--- config.mk ---
export PLATFORM = sky130hd
export DESIGN_NAME = k12_io_responder_flat
export DESIGN_NICKNAME = d
export VERILOG_FILES = /design/src/rtl/k12_io_responder_if.sv /design/src/rtl/k12_io_responder.sv /design/src/flat_wrapper.sv
export SDC_FILE = /design/constraint.sdc
export NUM_CORES = 1
export LEC_CHECK = 0
export BUFFER_PORTS_ARGS = -buffer_cell sky130_fd_sc_hd__buf_4
export CORE_ASPECT_RATIO = 1.5
export CORE_MARGIN = 2
export CORE_UTILIZATION = 43
export CTS_CLUSTER_SIZE = 10
export DETAILED_ROUTE_END_ITERATION = 10
export PLACE_DENSITY = 0.73
export SLEW_MARGIN = 20
export SYNTH_ARGS = -nofsm -noshare
export SYNTH_HDL_FRONTEND = slang
export SYNTH_SLANG_ARGS = --single-unit
export TNS_END_PERCENT = 30
--- constraint.sdc ---
create_clock -name clk -period 3.2 [get_ports clk]
set_clock_uncertainty 0.2 [all_clocks]
set_input_delay 0.16 -clock clk [delete_from_list [all_inputs] [get_ports clk]]
set_output_delay 0.16 -clock clk [all_outputs]
set_load 0.02 [all_outputs]
--- src/rtl/k12_io_responder_if.sv ---
// K12 CPU I/O bus plus device-side RX/TX streams for one port block.
// master = CPU and device side driving the block; slave = the responder itself.
interface k12_io_responder_if;
    logic [3:0] io_addr;
    logic       io_rd_n;
    logic       io_wr_n;
    logic [7:0] io_wdata;
    logic [7:0] iodata;
    logic [7:0] rx_data;
    logic       rx_valid;
    logic       rx_ready;
    logic [7:0] tx_data;
    logic       tx_valid;
    logic       tx_ready;

    modport master (
        output io_addr, io_rd_n, io_wr_n, io_wdata, rx_data, rx_valid, tx_ready,
        input  iodata, rx_ready, tx_data, tx_valid
    );

    modport slave (
        input  io_addr, io_rd_n, io_wr_n, io_wdata, rx_data, rx_valid, tx_ready,
        output iodata, rx_ready, tx_data, tx_valid
    );
endinterface

--- src/rtl/k12_io_responder.sv ---
// K12 I/O responder: DATA/STATUS(/CTRL) registers over RX and TX byte FIFOs.
// Define K12_IO_IRQ_EN to add the CTRL register and the registered irq output.
module k12_io_responder #(
    parameter logic [3:0] BASE_ADDR   = 4'h0,
    parameter int         RX_DEPTH_LG = 2,
    parameter int         TX_DEPTH_LG = 2
) (
    input  logic clk,
    input  logic reset,
    k12_io_responder_if.slave bus
`ifdef K12_IO_IRQ_EN
    ,
    output logic irq
`endif
);
    localparam int RX_DEPTH = 1 << RX_DEPTH_LG;
    localparam int TX_DEPTH = 1 << TX_DEPTH_LG;
    localparam logic [3:0] STATUS_ADDR = BASE_ADDR + 4'h1;
    localparam logic [RX_DEPTH_LG:0]   RX_FULL_CNT = {1'b1, {RX_DEPTH_LG{1'b0}}};
    localparam logic [RX_DEPTH_LG:0]   RX_CNT_ONE  = {{RX_DEPTH_LG{1'b0}}, 1'b1};
    localparam logic [RX_DEPTH_LG-1:0] RX_PTR_ONE  = RX_CNT_ONE[RX_DEPTH_LG-1:0];
    localparam logic [TX_DEPTH_LG:0]   TX_FULL_CNT = {1'b1, {TX_DEPTH_LG{1'b0}}};
    localparam logic [TX_DEPTH_LG:0]   TX_CNT_ONE  = {{TX_DEPTH_LG{1'b0}}, 1'b1};
    localparam logic [TX_DEPTH_LG-1:0] TX_PTR_ONE  = TX_CNT_ONE[TX_DEPTH_LG-1:0];

    logic [7:0]             rx_mem_r [RX_DEPTH];
    logic [RX_DEPTH_LG-1:0] rx_wptr_r, rx_rptr_r;
    logic [RX_DEPTH_LG:0]   rx_count_r;
    logic [7:0]             tx_mem_r [TX_DEPTH];
    logic [TX_DEPTH_LG-1:0] tx_wptr_r, tx_rptr_r;
    logic [TX_DEPTH_LG:0]   tx_count_r;
    logic                   ovf_r, unf_r;
    logic [7:0]             iodata_s;

    logic rd_s, wr_s, hit_data_s, hit_status_s;
    logic rx_empty_s, rx_full_s, tx_empty_s, tx_full_s;
    logic rx_push_s, rx_pop_s, tx_push_s, tx_pop_s;
    logic unf_set_s, ovf_set_s, flag_clr_s;

    assign rd_s         = ~bus.io_rd_n;
    assign wr_s         = ~bus.io_wr_n;
    assign hit_data_s   = (bus.io_addr == BASE_ADDR);
    assign hit_status_s = (bus.io_addr == STATUS_ADDR);

    // Full/empty come only from registered counts, so a same-cycle pop never frees a slot.
    assign rx_empty_s = (rx_count_r == {(RX_DEPTH_LG+1){1'b0}});
    assign rx_full_s  = (rx_count_r == RX_FULL_CNT);
    assign tx_empty_s = (tx_count_r == {(TX_DEPTH_LG+1){1'b0}});
    assign tx_full_s  = (tx_count_r == TX_FULL_CNT);

    assign rx_push_s  = bus.rx_valid & ~rx_full_s;
    assign rx_pop_s   = rd_s & hit_data_s & ~rx_empty_s;
    assign unf_set_s  = rd_s & hit_data_s & rx_empty_s;
    assign tx_push_s  = wr_s & hit_data_s & ~tx_full_s;
    assign ovf_set_s  = wr_s & hit_data_s & tx_full_s;
    assign tx_pop_s   = ~tx_empty_s & bus.tx_ready;
    assign flag_clr_s = wr_s & hit_status_s;

    assign bus.rx_ready = ~rx_full_s;
    assign bus.tx_valid = ~tx_empty_s;
    assign bus.tx_data  = tx_empty_s ? 8'h00 : tx_mem_r[tx_rptr_r];
    assign bus.iodata   = iodata_s;

    // RX FIFO storage write
    always_ff @(posedge clk) begin
        if (rx_push_s) rx_mem_r[rx_wptr_r] <= bus.rx_data;
    end

    // RX FIFO pointers and occupancy
    always_ff @(posedge clk or posedge reset) begin
        if (reset) begin
            rx_wptr_r  <= {RX_DEPTH_LG{1'b0}};
            rx_rptr_r  <= {RX_DEPTH_LG{1'b0}};
            rx_count_r <= {(RX_DEPTH_LG+1){1'b0}};
        end else begin
            if (rx_push_s) rx_wptr_r <= rx_wptr_r + RX_PTR_ONE;
            if (rx_pop_s)  rx_rptr_r <= rx_rptr_r + RX_PTR_ONE;
            case ({rx_push_s, rx_pop_s})
                2'b10:   rx_count_r <= rx_count_r + RX_CNT_ONE;
                2'b01:   rx_count_r <= rx_count_r - RX_CNT_ONE;
                default: rx_count_r <= rx_count_r;
            endcase
        end
    end

    // TX FIFO storage write
    always_ff @(posedge clk) begin
        if (tx_push_s) tx_mem_r[tx_wptr_r] <= bus.io_wdata;
    end

    // TX FIFO pointers and occupancy
    always_ff @(posedge clk or posedge reset) begin
        if (reset) begin
            tx_wptr_r  <= {TX_DEPTH_LG{1'b0}};
            tx_rptr_r  <= {TX_DEPTH_LG{1'b0}};
            tx_count_r <= {(TX_DEPTH_LG+1){1'b0}};
        end else begin
            if (tx_push_s) tx_wptr_r <= tx_wptr_r + TX_PTR_ONE;
            if (tx_pop_s)  tx_rptr_r <= tx_rptr_r + TX_PTR_ONE;
            case ({tx_push_s, tx_pop_s})
                2'b10:   tx_count_r <= tx_count_r + TX_CNT_ONE;
                2'b01:   tx_count_r <= tx_count_r - TX_CNT_ONE;
                default: tx_count_r <= tx_count_r;
            endcase
        end
    end

    // Sticky overflow/underflow flags; a STATUS write wins over a same-cycle set
    always_ff @(posedge clk or posedge reset) begin
        if (reset) begin
            ovf_r <= 1'b0;
            unf_r <= 1'b0;
        end else if (flag_clr_s) begin
            ovf_r <= 1'b0;
            unf_r <= 1'b0;
        end else begin
            if (ovf_set_s) ovf_r <= 1'b1;
            if (unf_set_s) unf_r <= 1'b1;
        end
    end

`ifdef K12_IO_IRQ_EN
    localparam logic [3:0] CTRL_ADDR = BASE_ADDR + 4'h2;
    logic       hit_ctrl_s;
    logic [1:0] ctrl_r;
    logic       irq_r;

    assign hit_ctrl_s = (bus.io_addr == CTRL_ADDR);
    assign irq        = irq_r;

    // Interrupt enables (bit0 rx_ie, bit1 tx_ie) and registered irq
    always_ff @(posedge clk or posedge reset) begin
        if (reset) begin
            ctrl_r <= 2'b00;
            irq_r  <= 1'b0;
        end else begin
            if (wr_s && hit_ctrl_s) ctrl_r <= bus.io_wdata[1:0];
            irq_r <= (ctrl_r[0] & ~rx_empty_s) | (ctrl_r[1] & ~tx_full_s);
        end
    end
`endif

    // Zero-latency read mux: the CPU latches iodata on the same edge that pops RX
    always_comb begin
        iodata_s = 8'h00;
        if (rd_s) begin
            if (hit_data_s) begin
                if (rx_empty_s) iodata_s = 8'h00;
                else            iodata_s = rx_mem_r[rx_rptr_r];
            end else if (hit_status_s) begin
                iodata_s = {4'b0000, unf_r, ovf_r, ~tx_full_s, ~rx_empty_s};
`ifdef K12_IO_IRQ_EN
            end else if (hit_ctrl_s) begin
                iodata_s = {6'b000000, ctrl_r};
`endif
            end else begin
                iodata_s = 8'h00;
            end
        end else begin
            iodata_s = 8'h00;
        end
    end
endmodule

--- src/flat_wrapper.sv ---
// flat-port wrapper written by rule: the top's interface ports become plain ports
module k12_io_responder_flat 
#(
    parameter logic [3:0] BASE_ADDR   = 4'h0,
    parameter int         RX_DEPTH_LG = 2,
    parameter int         TX_DEPTH_LG = 2
)
  (clk, reset, bus_io_addr, bus_io_rd_n, bus_io_wr_n, bus_io_wdata, bus_rx_data, bus_rx_valid, bus_tx_ready, bus_iodata, bus_rx_ready, bus_tx_data, bus_tx_valid);
  k12_io_responder_if bus_i ();
  input  logic clk;
  input  logic reset;
  input wire logic [$bits(bus_i.io_addr)-1:0] bus_io_addr;
  input wire logic [$bits(bus_i.io_rd_n)-1:0] bus_io_rd_n;
  input wire logic [$bits(bus_i.io_wr_n)-1:0] bus_io_wr_n;
  input wire logic [$bits(bus_i.io_wdata)-1:0] bus_io_wdata;
  input wire logic [$bits(bus_i.rx_data)-1:0] bus_rx_data;
  input wire logic [$bits(bus_i.rx_valid)-1:0] bus_rx_valid;
  input wire logic [$bits(bus_i.tx_ready)-1:0] bus_tx_ready;
  output wire logic [$bits(bus_i.iodata)-1:0] bus_iodata;
  output wire logic [$bits(bus_i.rx_ready)-1:0] bus_rx_ready;
  output wire logic [$bits(bus_i.tx_data)-1:0] bus_tx_data;
  output wire logic [$bits(bus_i.tx_valid)-1:0] bus_tx_valid;
  assign bus_i.io_addr = bus_io_addr;
  assign bus_i.io_rd_n = bus_io_rd_n;
  assign bus_i.io_wr_n = bus_io_wr_n;
  assign bus_i.io_wdata = bus_io_wdata;
  assign bus_i.rx_data = bus_rx_data;
  assign bus_i.rx_valid = bus_rx_valid;
  assign bus_i.tx_ready = bus_tx_ready;
  assign bus_iodata = bus_i.iodata;
  assign bus_rx_ready = bus_i.rx_ready;
  assign bus_tx_data = bus_i.tx_data;
  assign bus_tx_valid = bus_i.tx_valid;
  k12_io_responder #(.BASE_ADDR(BASE_ADDR), .RX_DEPTH_LG(RX_DEPTH_LG), .TX_DEPTH_LG(TX_DEPTH_LG)) u_core (.clk(clk), .reset(reset), .bus(bus_i));
endmodule
==> impl_metrics.tcl, run 1 <==
set metrics [dict create \
    grt_overflow_total 0 \
    hp-class "in2reg" \
    cts.reportedPaths.clkPinSlew_ns 0.06 \
    design.die.area_um2 8630 \
    outcome "finished, final reports clean" \
    synth_xor_area_share_pct 3.10 \
    global_route_usage_over_all_layers_pct 14.9 \
    min_path_cells 3 \
    route.detailed.wl_per_inst_um 15.8 \
    diodes 0 \
    final-hold-violation-count 0 \
    cp_slowest_stage_delay_ns 0.46 \
    viasPerCell 4.99 \
    tritoncts_sinks 80 \
    area_growth_syn_to_layout_pct 26.7 \
    numPortBuffers 43 \
    synth.top_cell.area_share_pct 56.7 \
    synthSimpleGateAreaFrac_pct 7.93 \
    adder_and_majority_cell_fraction_of_the_synthesized_area_pct 4.87 \
    floorplan.initialDensity_pct 44.3 \
    main_combinational_cell_family_by_area_after_synthesis "multiplexers" \
    synth-seq-area-share_pct 68.5 \
    setup-tns-final_ns 0 \
    most_area_consuming_cells_after_synthesis "edfxtp_1 57%, dfrtp_1 12%, mux4_2 11%, ha_1 3.7%, and2_1 3.3%" \
    number_of_global_route_vias_before_repair 1934 \
    totalPowerFinal_mw 3.37 \
    max_slew_margin_pct 51.8 \
    netlist_instances 190 \
    cts_inserted_buffers 9 \
    clock.fmax_mhz 407 \
    firstDrtPassIters 4 \
    worst_setup_path_start_kind "flip-flop" \
    post-route-util_pct 56.1 \
    drc 0 \
    die_width_um 76.5 \
    async_reset_ff_share_pct 20.0 \
    placeableCoreArea_um2 7660 \
    critical_path_peak_fanout 6 \
    insertion_delay_ns 0.33 \
    endpoint_type_of_the_worst_setup_path "flip-flop" \
    reg2reg_slack_ns 0.74 \
    pin_count_of_the_biggest_net_entering_global_routing 17 \
    synth_top_cell_by_area "edfxtp_1" \
    postSynthRegisterBits 80 \
    crit_chain "or3b_1 > and2_1 > inv_1 > ha_1 > inv_1 > fa_1 > xor2_1 > nor2_1 > xor2_1" \
    dr.first_iter.drc_count 79 \
    drive_gt1_share_pct 29.8 \
    place.gp.congestion 0.755 \
    place_worst_setup_slack_ns 0.596 \
    fraction_of_the_mapped_netlist_area_in_compound_gates_pct 1.59 \
    layout_setup_ws_ns 0.742 \
    number_of_buffers_between_clock_root_and_the_deepest_sink 2 \
    timing.setup.critical_path_class "reg2reg" \
    die_extent_in_y_um 113 \
    hpwlAfterDp_um 4070 \
    post-route-period-util_pct 76.8 \
    hp-start "bus_rx_valid" \
    multi_input_comb_area_um2 986 \
    syn-mean-instance-area_um2 17.9 \
    synth_cell_types 34 \
    reg2reg_from "u_core.rx_count_r[1]" \
    timing.reg2reg.worst_path_depth 9 \
    finalMaxSlewViolations 0 \
    design.final.nets 298 \
    syn_area_um2 3390 \
    io-pin-count 44 \
    number_of_antenna_violations_at_the_first_check_in_global_routing 0 \
    routed_via_count 1830 \
    synth-edff-count 64 \
    multiplexer_area_fraction_after_synthesis_pct 11.6 \
    clock_tree.root_cell "clkbuf_16" \
    h-tree-depth 3 \
    critical-path-top-delay-family "simple AND/OR/NAND/NOR gates" \
    power_density_normalized_to_cell_area_nw_per_um2 784 \
    synth_net_count 228 \
    leakagePower_nw 1.64 \
    std_cell_rows 39 \
    crit_arrival_ns 2.52 \
    num-fill-cells 599 \
    stages_on_worst_setup_path 9 \
    cts_tree "yes" \
    regToRegEndpoint "u_core.rx_count_r[2]" \
    timing.critical_path.buf_inv 2 \
    rsz0062_at_grt "false" \
    yosysWarnings 0 \
    layout_min_cycle_time_ns 2.46 \
    worst-endpoint-required_ns 3.26 \
    netlist_top_cells_count "64 x edfxtp_1, 18 x and2_1, 16 x dfrtp_1, 16 x mux4_2, 14 x inv_1" \
    grt_first_pass_wirelength_um 9430 \
    max_slew.worst_pin.slew_ns 0.717 \
    finalSetupViolCount 0 \
    antenna_left 0 \
    total_routed_wirelength_um 5820 \
    synthFlopType "edfxtp_1" \
    yosysMostFrequentCell "edfxtp_1" \
    layout.area.seq_um2 2320 \
    timing.max_cap.violations 0 \
    highest_delay_cell_along_the_critical_path "or3b_1" \
    vdd_ir_drop_max_v 0.000496 \
    worstHoldEndpoint "u_core.rx_wptr_r[0]" \
]
[kinds of logic after synthesis]
group | count (synthesis)
AND/OR/NAND/NOR | 39
adder cells (fa/ha/maj) | 12
multiplexers | 19
XOR/XNOR | 12
buffers and inverters | 20
AO/OA/AOI/OAI | 8
flip-flops | 80
[timing repair]
item | CTS | global route
hold buffers | 22 | 0
hold endpoints to repair | 84 | 0
buffers inserted | 0 | 0
gates resized for setup | 0 | 0
[per-layer routing]
layer	global-route usage, %	up-vias	part of all wire (%)
li1	-	854	-
met1	15.0	919	37
met2	28.4	46	57
met3	3.59	11	3.8
met4	7.27	0	2.0
met5	0	-	0
[metrics by stage]
| stage | cell area (µm²) | hold WS (ns) | std cells |
|---|---|---|---|
| 2_1_floorplan | 3390 | -0.126 | 190 |
| 3_3_place_gp | 3810 | 0.0817 | 329 |
| 3_5_place_dp | 3810 | 0.0856 | 329 |
| 4_1_cts | 4300 | 0.0267 | 367 |
| 5_1_grt | 4300 | 0.0437 | 367 |
| 6_report | 4300 | 0.0300 | 367 |
[worst reg2reg max path: stages (launching register included)]
cell     delay (ns)
dfrtp_1        0.41
or3b_1         0.47
and2_1         0.24
inv_1          0.06
ha_1           0.17
inv_1          0.06
fa_1           0.38
xor2_1         0.15
nor2_1         0.11
xor2_1         0.15
[layout make-up]
| class | count | area share (%) |
|---|---|---|
| Clock buffer | 11 | 5.41 |
| Multi-Input combinational cell | 90 | 22.9 |
| Sequential cell | 80 | 54.0 |
| Inverter | 14 | 1.22 |
| Timing Repair Buffer | 65 | 12.6 |
| Clock inverter | 5 | 0.786 |
| Tap cell | 102 | 2.97 |
[worst max-delay path by stage]
stage	from	end	slack, ns
2_1_floorplan	u_core.rx_count_r[1]	u_core.rx_count_r[2]	0.78
3_3_place_gp	bus_io_addr[1]	u_core.rx_count_r[2]	0.68
3_5_place_dp	bus_io_addr[1]	u_core.rx_count_r[2]	0.60
4_1_cts	u_core.rx_rptr_r[0]	bus_iodata[2]	0.72
5_1_grt	bus_io_wr_n	u_core.tx_count_r[2]	0.58
6_report	u_core.rx_count_r[1]	u_core.rx_count_r[2]	0.74
[flip-flops by register name, summed over array words and instances (netlist names)]
name / cells
u_core.tx_rptr_r: 2
u_core.tx_count_r: 3
u_core.rx_rptr_r: 2
u_core.tx_mem_r: 32
u_core.unf_r: 1
u_core.tx_wptr_r: 2
u_core.rx_wptr_r: 2
u_core.ovf_r: 1
u_core.rx_count_r: 3
u_core.rx_mem_r: 32
[where the power goes]
part | switching, mW | total [mW] | internal, mW
sequential | 0.205 | 1.53 | 1.32
combinational | 0.429 | 0.935 | 0.506
clock | 0.380 | 0.905 | 0.524
[cell usage in the layout (no fill, tap or decap), drive strengths merged, types with 2 or more instances in the layout]
cell type / n
a21oi: 3
a32o: 2
and2: 18
and3: 4
buf: 43
clkbuf: 11
clkinv: 2
clkinvlp: 2
dfrtp: 16
dlygate4sd3: 22
edfxtp: 64
fa: 2
ha: 10
inv: 15
mux2: 2
mux4: 16
nor2: 3
nor3: 4
nor3b: 2
nor4: 2
xnor2: 5
xor2: 7
No activity file was read; power rests on OpenSTA's default activity.
==> inputs of run 2 (changes only) <==
--- a/config.mk
+++ b/config.mk
@@ -11,7 +11,7 @@
 export CORE_UTILIZATION = 43
 export CTS_CLUSTER_SIZE = 10
 export DETAILED_ROUTE_END_ITERATION = 10
-export PLACE_DENSITY = 0.73
+export PLACE_DENSITY = 0.76
 export SLEW_MARGIN = 20
 export SYNTH_ARGS = -nofsm -noshare
 export SYNTH_HDL_FRONTEND = slang
==> constraint.sdc (replaced) <==
create_clock -name clk -period 2.1 [get_ports clk]
set_clock_uncertainty 0.2 [all_clocks]
set_input_delay 0.105 -clock clk [delete_from_list [all_inputs] [get_ports clk]]
set_output_delay 0.105 -clock clk [all_outputs]
set_load 0.02 [all_outputs]
==> impl_metrics.tcl, run 2 (same netlist as run 1, synthesis figures left out) <==
set metrics [dict create \
    timing.setup.critical_path_class "reg2reg" \
    firstDrtPassIters 4 \
    cts.reportedPaths.clkPinSlew_ns 0.06 \
    layout_min_cycle_time_ns 2.18 \
    max_slew_margin_pct 58.4 \
    area_growth_syn_to_layout_pct 35.0 \
    power_density_normalized_to_cell_area_nw_per_um2 1170 \
    placeableCoreArea_um2 7660 \
    numPortBuffers 43 \
    reg2reg_from "u_core.rx_count_r[0]" \
    worst_setup_path_start_kind "flip-flop" \
    io-pin-count 44 \
    timing.max_cap.violations 0 \
    hp-start "bus_io_wr_n" \
    floorplan.initialDensity_pct 44.3 \
    failed_checks "negative setup slack" \
    timing.critical_path.from "u_core.rx_count_r[0]" \
    total_routed_wirelength_um 5810 \
    crit_arrival_ns 2.23 \
    switch_share_pct 29.2 \
    h-tree-depth 3 \
    switchingPower_mw 1.57 \
    diodes 0 \
    layout.cells.most_common_list "64 x buf_4, 64 x edfxtp_1, 22 x dlygate4sd3_1, 16 x mux4_2, 16 x and2_1" \
    finalMaxSlewViolations 0 \
    internal_power_mw 3.80 \
    endpoint_type_of_the_worst_setup_path "flip-flop" \
    top_regs "u_core.rx_mem_r: 32 flops, u_core.tx_mem_r: 32 flops" \
    design.die.area_um2 8630 \
    tritoncts_sinks 80 \
    pwr-share-comb_pct 33.3 \
    viasPerCell 4.85 \
    hp-class "in2reg" \
    outcome "finished, violations left" \
    drc 0 \
    critical_path_peak_fanout 2 \
    clock_tree.root_cell "clkbuf_16" \
    number_of_antenna_violations_at_the_first_check_in_global_routing 0 \
    grt_overflow_total 0 \
    clock_power_share_pct 25.0 \
    die_extent_in_y_um 113 \
    cts_tree "yes" \
    std_cell_rows 39 \
    vdd_ir_drop_max_v 0.000673 \
    drive_gt1_share_pct 39.5 \
    totalPowerFinal_mw 5.37 \
    rsz0062_at_grt "true" \
    post-route-period-util_pct 104 \
    final-hold-violation-count 0 \
    max_slew.worst_pin.slew_ns 0.624 \
    route.detailed.wl_per_inst_um 14.8 \
    number_of_buffers_between_clock_root_and_the_deepest_sink 2 \
    share_seq_of_total_power_pct 41.7 \
    place.gp.congestion 0.742 \
    finalSetupViolCount 1 \
    insertion_delay_ns 0.32 \
    worst-endpoint-required_ns 2.15 \
    routed_via_count 1906 \
    global_route_usage_over_all_layers_pct 14.8 \
    layout_setup_ws_ns -0.0819 \
    pin_count_of_the_biggest_net_entering_global_routing 17 \
    leakagePower_nw 1.80 \
    dpl-instance-area_um2 4050 \
    grt_first_pass_wirelength_um 9450 \
    die_width_um 76.5 \
    number_of_global_route_vias_before_repair 2020 \
    antenna_left 0 \
    num-fill-cells 595 \
    postLayoutCellArea_um2 4580 \
    dr.first_iter.drc_count 119 \
    clock.fmax_mhz 458 \
    cts_inserted_buffers 9 \
    design.final.nets 324 \
    hpwlAfterDp_um 4050 \
    setup-tns-final_ns -0.0819 \
]
## run 2: worst max-delay path: stages, from the launching register on
cell	delay, ns
dfrtp_1	0.38
or3b_4	0.40
and2_4	0.16
inv_4	0.06
ha_4	0.12
inv_2	0.03
fa_2	0.33
xor2_1	0.14
nor2_1	0.12
xor2_1	0.16
## run 2: power groups by stage
stage | sequential [mW] | combinational (mW) | clock [mW]
2_1_floorplan | 2.15 | 1.17 | 0
3_3_place_gp | 2.25 | 1.66 | 0
3_5_place_dp | 2.27 | 1.69 | 0
4_1_cts | 2.24 | 1.80 | 1.38
5_1_grt | 2.27 | 1.96 | 1.44
6_report | 2.24 | 1.78 | 1.34
## run 2: final cells by class
class | count | area (µm²) | area share (%)
sequential | 80 | 2320 | 50.7
multi-input combinational | 90 | 1020 | 22.2
timing repair buffer | 91 | 792 | 17.3
clock buffer | 9 | 225 | 4.92
tap | 102 | 128 | 2.79
inverter | 14 | 55.1 | 1.20
clock inverter | 7 | 38.8 | 0.847
## run 2: per-layer routing
layer  vias up  share of wire, %  global-route usage (%)
met1       955                38                    14.8
met2        38                57                    28.1
li1        906                 -                       -
met3         7               2.8                    4.47
met5         -                 0                       0
met4         0               1.7                    6.18
## run 2: final timing paths
path / end / slack [ns] / cells past startpoint
min in group asynchronous: u_core.ovf_r / 0.22 / 3
min: u_core.unf_r / 0.0007 / 4
min reg2reg: u_core.tx_count_r[2] / 0.28 / 1
max reg2reg: u_core.rx_count_r[2] / -0.08 / 9
max: u_core.rx_count_r[2] / -0.08 / 9
max in group asynchronous: u_core.rx_rptr_r[0] / 1.04 / 3
## run 2: what timing repair did
action | CTS | global route
buffers inserted | 3 | 0
resized for setup | 4 | 3
hold buffers | 22 | 0
endpoints found under the setup margin | 10 | 12
pin swaps | 4 | 3
endpoints found under the hold margin | 85 | 0
## run 2: through the flow
step | worst slack, ns | utilization (%) | std cells | hold slack (ns)
floorplan | -0.135 | - | 190 | -0.181
global placement | -0.0673 | 52.9 | 352 | 0.0347
detailed placement | -0.124 | 52.9 | 352 | 0.0380
CTS | -0.0887 | 59.7 | 393 | 0.000677
global route | -0.198 | 59.8 | 393 | 0.0157
finish | -0.0819 | 59.8 | 393 | 0.000726
==> inputs of run 3 (changes only) <==
--- a/config.mk
+++ b/config.mk
@@ -12,6 +12,7 @@
 export CTS_CLUSTER_SIZE = 10
 export DETAILED_ROUTE_END_ITERATION = 10
 export PLACE_DENSITY = 0.76
+export RECOVER_POWER = 100
 export SLEW_MARGIN = 20
 export SYNTH_ARGS = -nofsm -noshare
 export SYNTH_HDL_FRONTEND = slang
==> impl_metrics.tcl, run 3 (same netlist as run 1, synthesis figures left out) <==
set metrics [dict create \
    clock_tree.root_cell "clkbuf_16" \
    top_regs "u_core.rx_mem_r: 32 flops, u_core.tx_mem_r: 32 flops" \
    timing.setup.critical_path_class "reg2reg" \
    reg2reg_slack_ns -0.08 \
    numPortBuffers 43 \
    failed_checks "negative setup slack" \
    io-pin-count 44 \
    finalMaxSlewViolations 0 \
    drive_gt1_share_pct 32.0 \
    timing.max_cap.violations 0 \
    finalSetupViolCount 4 \
    totalPowerFinal_mw 5.29 \
    antenna_left 0 \
    max_slew.worst_pin.slew_ns 0.625 \
    die_width_um 76.5 \
    global_route_usage_over_all_layers_pct 14.8 \
    floorplan.initialDensity_pct 44.3 \
    final-hold-violation-count 0 \
    diodes 0 \
    design.die.area_um2 8630 \
    rsz0062_at_grt "true" \
    route.detailed.wl_per_inst_um 14.9 \
    layout.cells.most_common "edfxtp_1" \
    number_of_global_route_vias_before_repair 2020 \
    h-tree-depth 3 \
    max_slew_margin_pct 58.3 \
    cts_inserted_buffers 9 \
    place_worst_setup_slack_ns -0.124 \
    post-route-period-util_pct 104 \
    hp-class "in2reg" \
    outcome "finished, violations left" \
    total_routed_wirelength_um 5850 \
    worst_setup_path_start_kind "flip-flop" \
    routing_usage_on_met1_pct 14.8 \
    globalRoute.busiestLayer "met2" \
    power_density_normalized_to_cell_area_nw_per_um2 1200 \
    dr.first_iter.drc_count 129 \
    endpoint_type_of_the_worst_setup_path "flip-flop" \
    vdd_ir_drop_max_v 0.000676 \
    placeableCoreArea_um2 7660 \
    worst-endpoint-required_ns 2.15 \
    firstDrtPassIters 4 \
    grt_first_pass_wirelength_um 9450 \
    crit_arrival_ns 2.23 \
    routed_via_count 1908 \
    leakagePower_nw 1.70 \
    layout_setup_ws_ns -0.0816 \
    clock.fmax_mhz 458 \
    hold-worst-slack_ns 0.00114 \
    grt_met2_use_pct 28.1 \
    design.final.nets 324 \
    layout_min_cycle_time_ns 2.18 \
    hpwlAfterDp_um 4050 \
    area_growth_syn_to_layout_pct 30.5 \
    cts_tree "yes" \
    die_extent_in_y_um 113 \
    num-fill-cells 621 \
    cts.reportedPaths.clkPinSlew_ns 0.06 \
    pin_count_of_the_biggest_net_entering_global_routing 17 \
    viasPerCell 4.85 \
    setup-tns-final_ns -0.115 \
    number_of_antenna_violations_at_the_first_check_in_global_routing 0 \
    critical_path_peak_fanout 3 \
    number_of_buffers_between_clock_root_and_the_deepest_sink 2 \
    layout.cells.most_common_list "64 x edfxtp_1, 39 x buf_4, 22 x dlygate4sd3_1, 19 x clkbuf_1, 16 x mux4_2" \
    insertion_delay_ns 0.32 \
    tritoncts_sinks 80 \
    use_met3_pct 4.47 \
    place.gp.congestion 0.742 \
    std_cell_rows 39 \
    drc 0 \
    grt_overflow_total 0 \
]
run 3: cell types whose count changed in the layout (fill, tap and decap cells not counted), moves of 2 or more:
cell      previous run  this run
buf_4               64        39
clkbuf_1             0        19
and2_0               0         7
buf_2                0         7
and2_1              16        10
buf_12               4         0
clkbuf_4             0         2
run 3: worst paths after layout:
check | from | to | cells after the start
min in group asynchronous | reset | u_core.ovf_r | 3
hold / removal | bus_io_wr_n | u_core.unf_r | 4
max in group asynchronous | reset | u_core.rx_rptr_r[0] | 3
hold reg to reg | u_core.tx_count_r[2] | u_core.tx_count_r[2] | 1
setup reg to reg | u_core.rx_count_r[2] | u_core.rx_count_r[2] | 9
setup / recovery | u_core.rx_count_r[2] | u_core.rx_count_r[2] | 9
run 3: final cells by class:
type                    count  area [µm²]  area share [%]
inverters                  14        55.1            1.24
clock inverters             7        38.8           0.876
clock buffers               9         225            5.09
well taps                 102         128            2.88
repair buffers             91         651            14.7
flip-flops and latches     80        2320            52.5
multi-input cells          90        1010            22.7
run 3: routing by layer:
metal / up-vias / share of wire, %
met3: 7 / 3.2
li1: 905 / -
met2: 47 / 57
met5: - / 0
met1: 949 / 38
met4: 0 / 1.7
run 3: critical path, cell delays in order (launching register included):
cell and delay [ns]:
dfrtp_1 0.38, or3b_4 0.39, and2_4 0.16, inv_4 0.06, ha_4 0.12, inv_2 0.03
fa_2 0.33, xor2_1 0.14, nor2_1 0.12, xor2_1 0.16
run 3: what timing repair did:
item / 4_1_cts / 5_1_grt
gates resized for setup: 4 / 3
hold buffers: 22 / 0
endpoints found under the hold margin: 85 / 0
gates cloned: 0 / 0
pin swaps: 4 / 3
endpoints found under the setup margin: 10 / 12
setup buffers: 3 / 0
run 3: through the flow:
stage	area, µm²	utilization, %	cells
final	4430	57.8	393
after global routing	4430	57.8	393
after CTS	4570	59.7	393
after detailed placement	4050	52.9	352
after global placement	4050	52.9	352
after floorplan	3410	-	190
run 3: where the power goes:
group / switching, mW / internal (mW)
Clock: 0.562 / 0.785
Combinational: 0.788 / 0.920
Sequential: 0.216 / 2.02
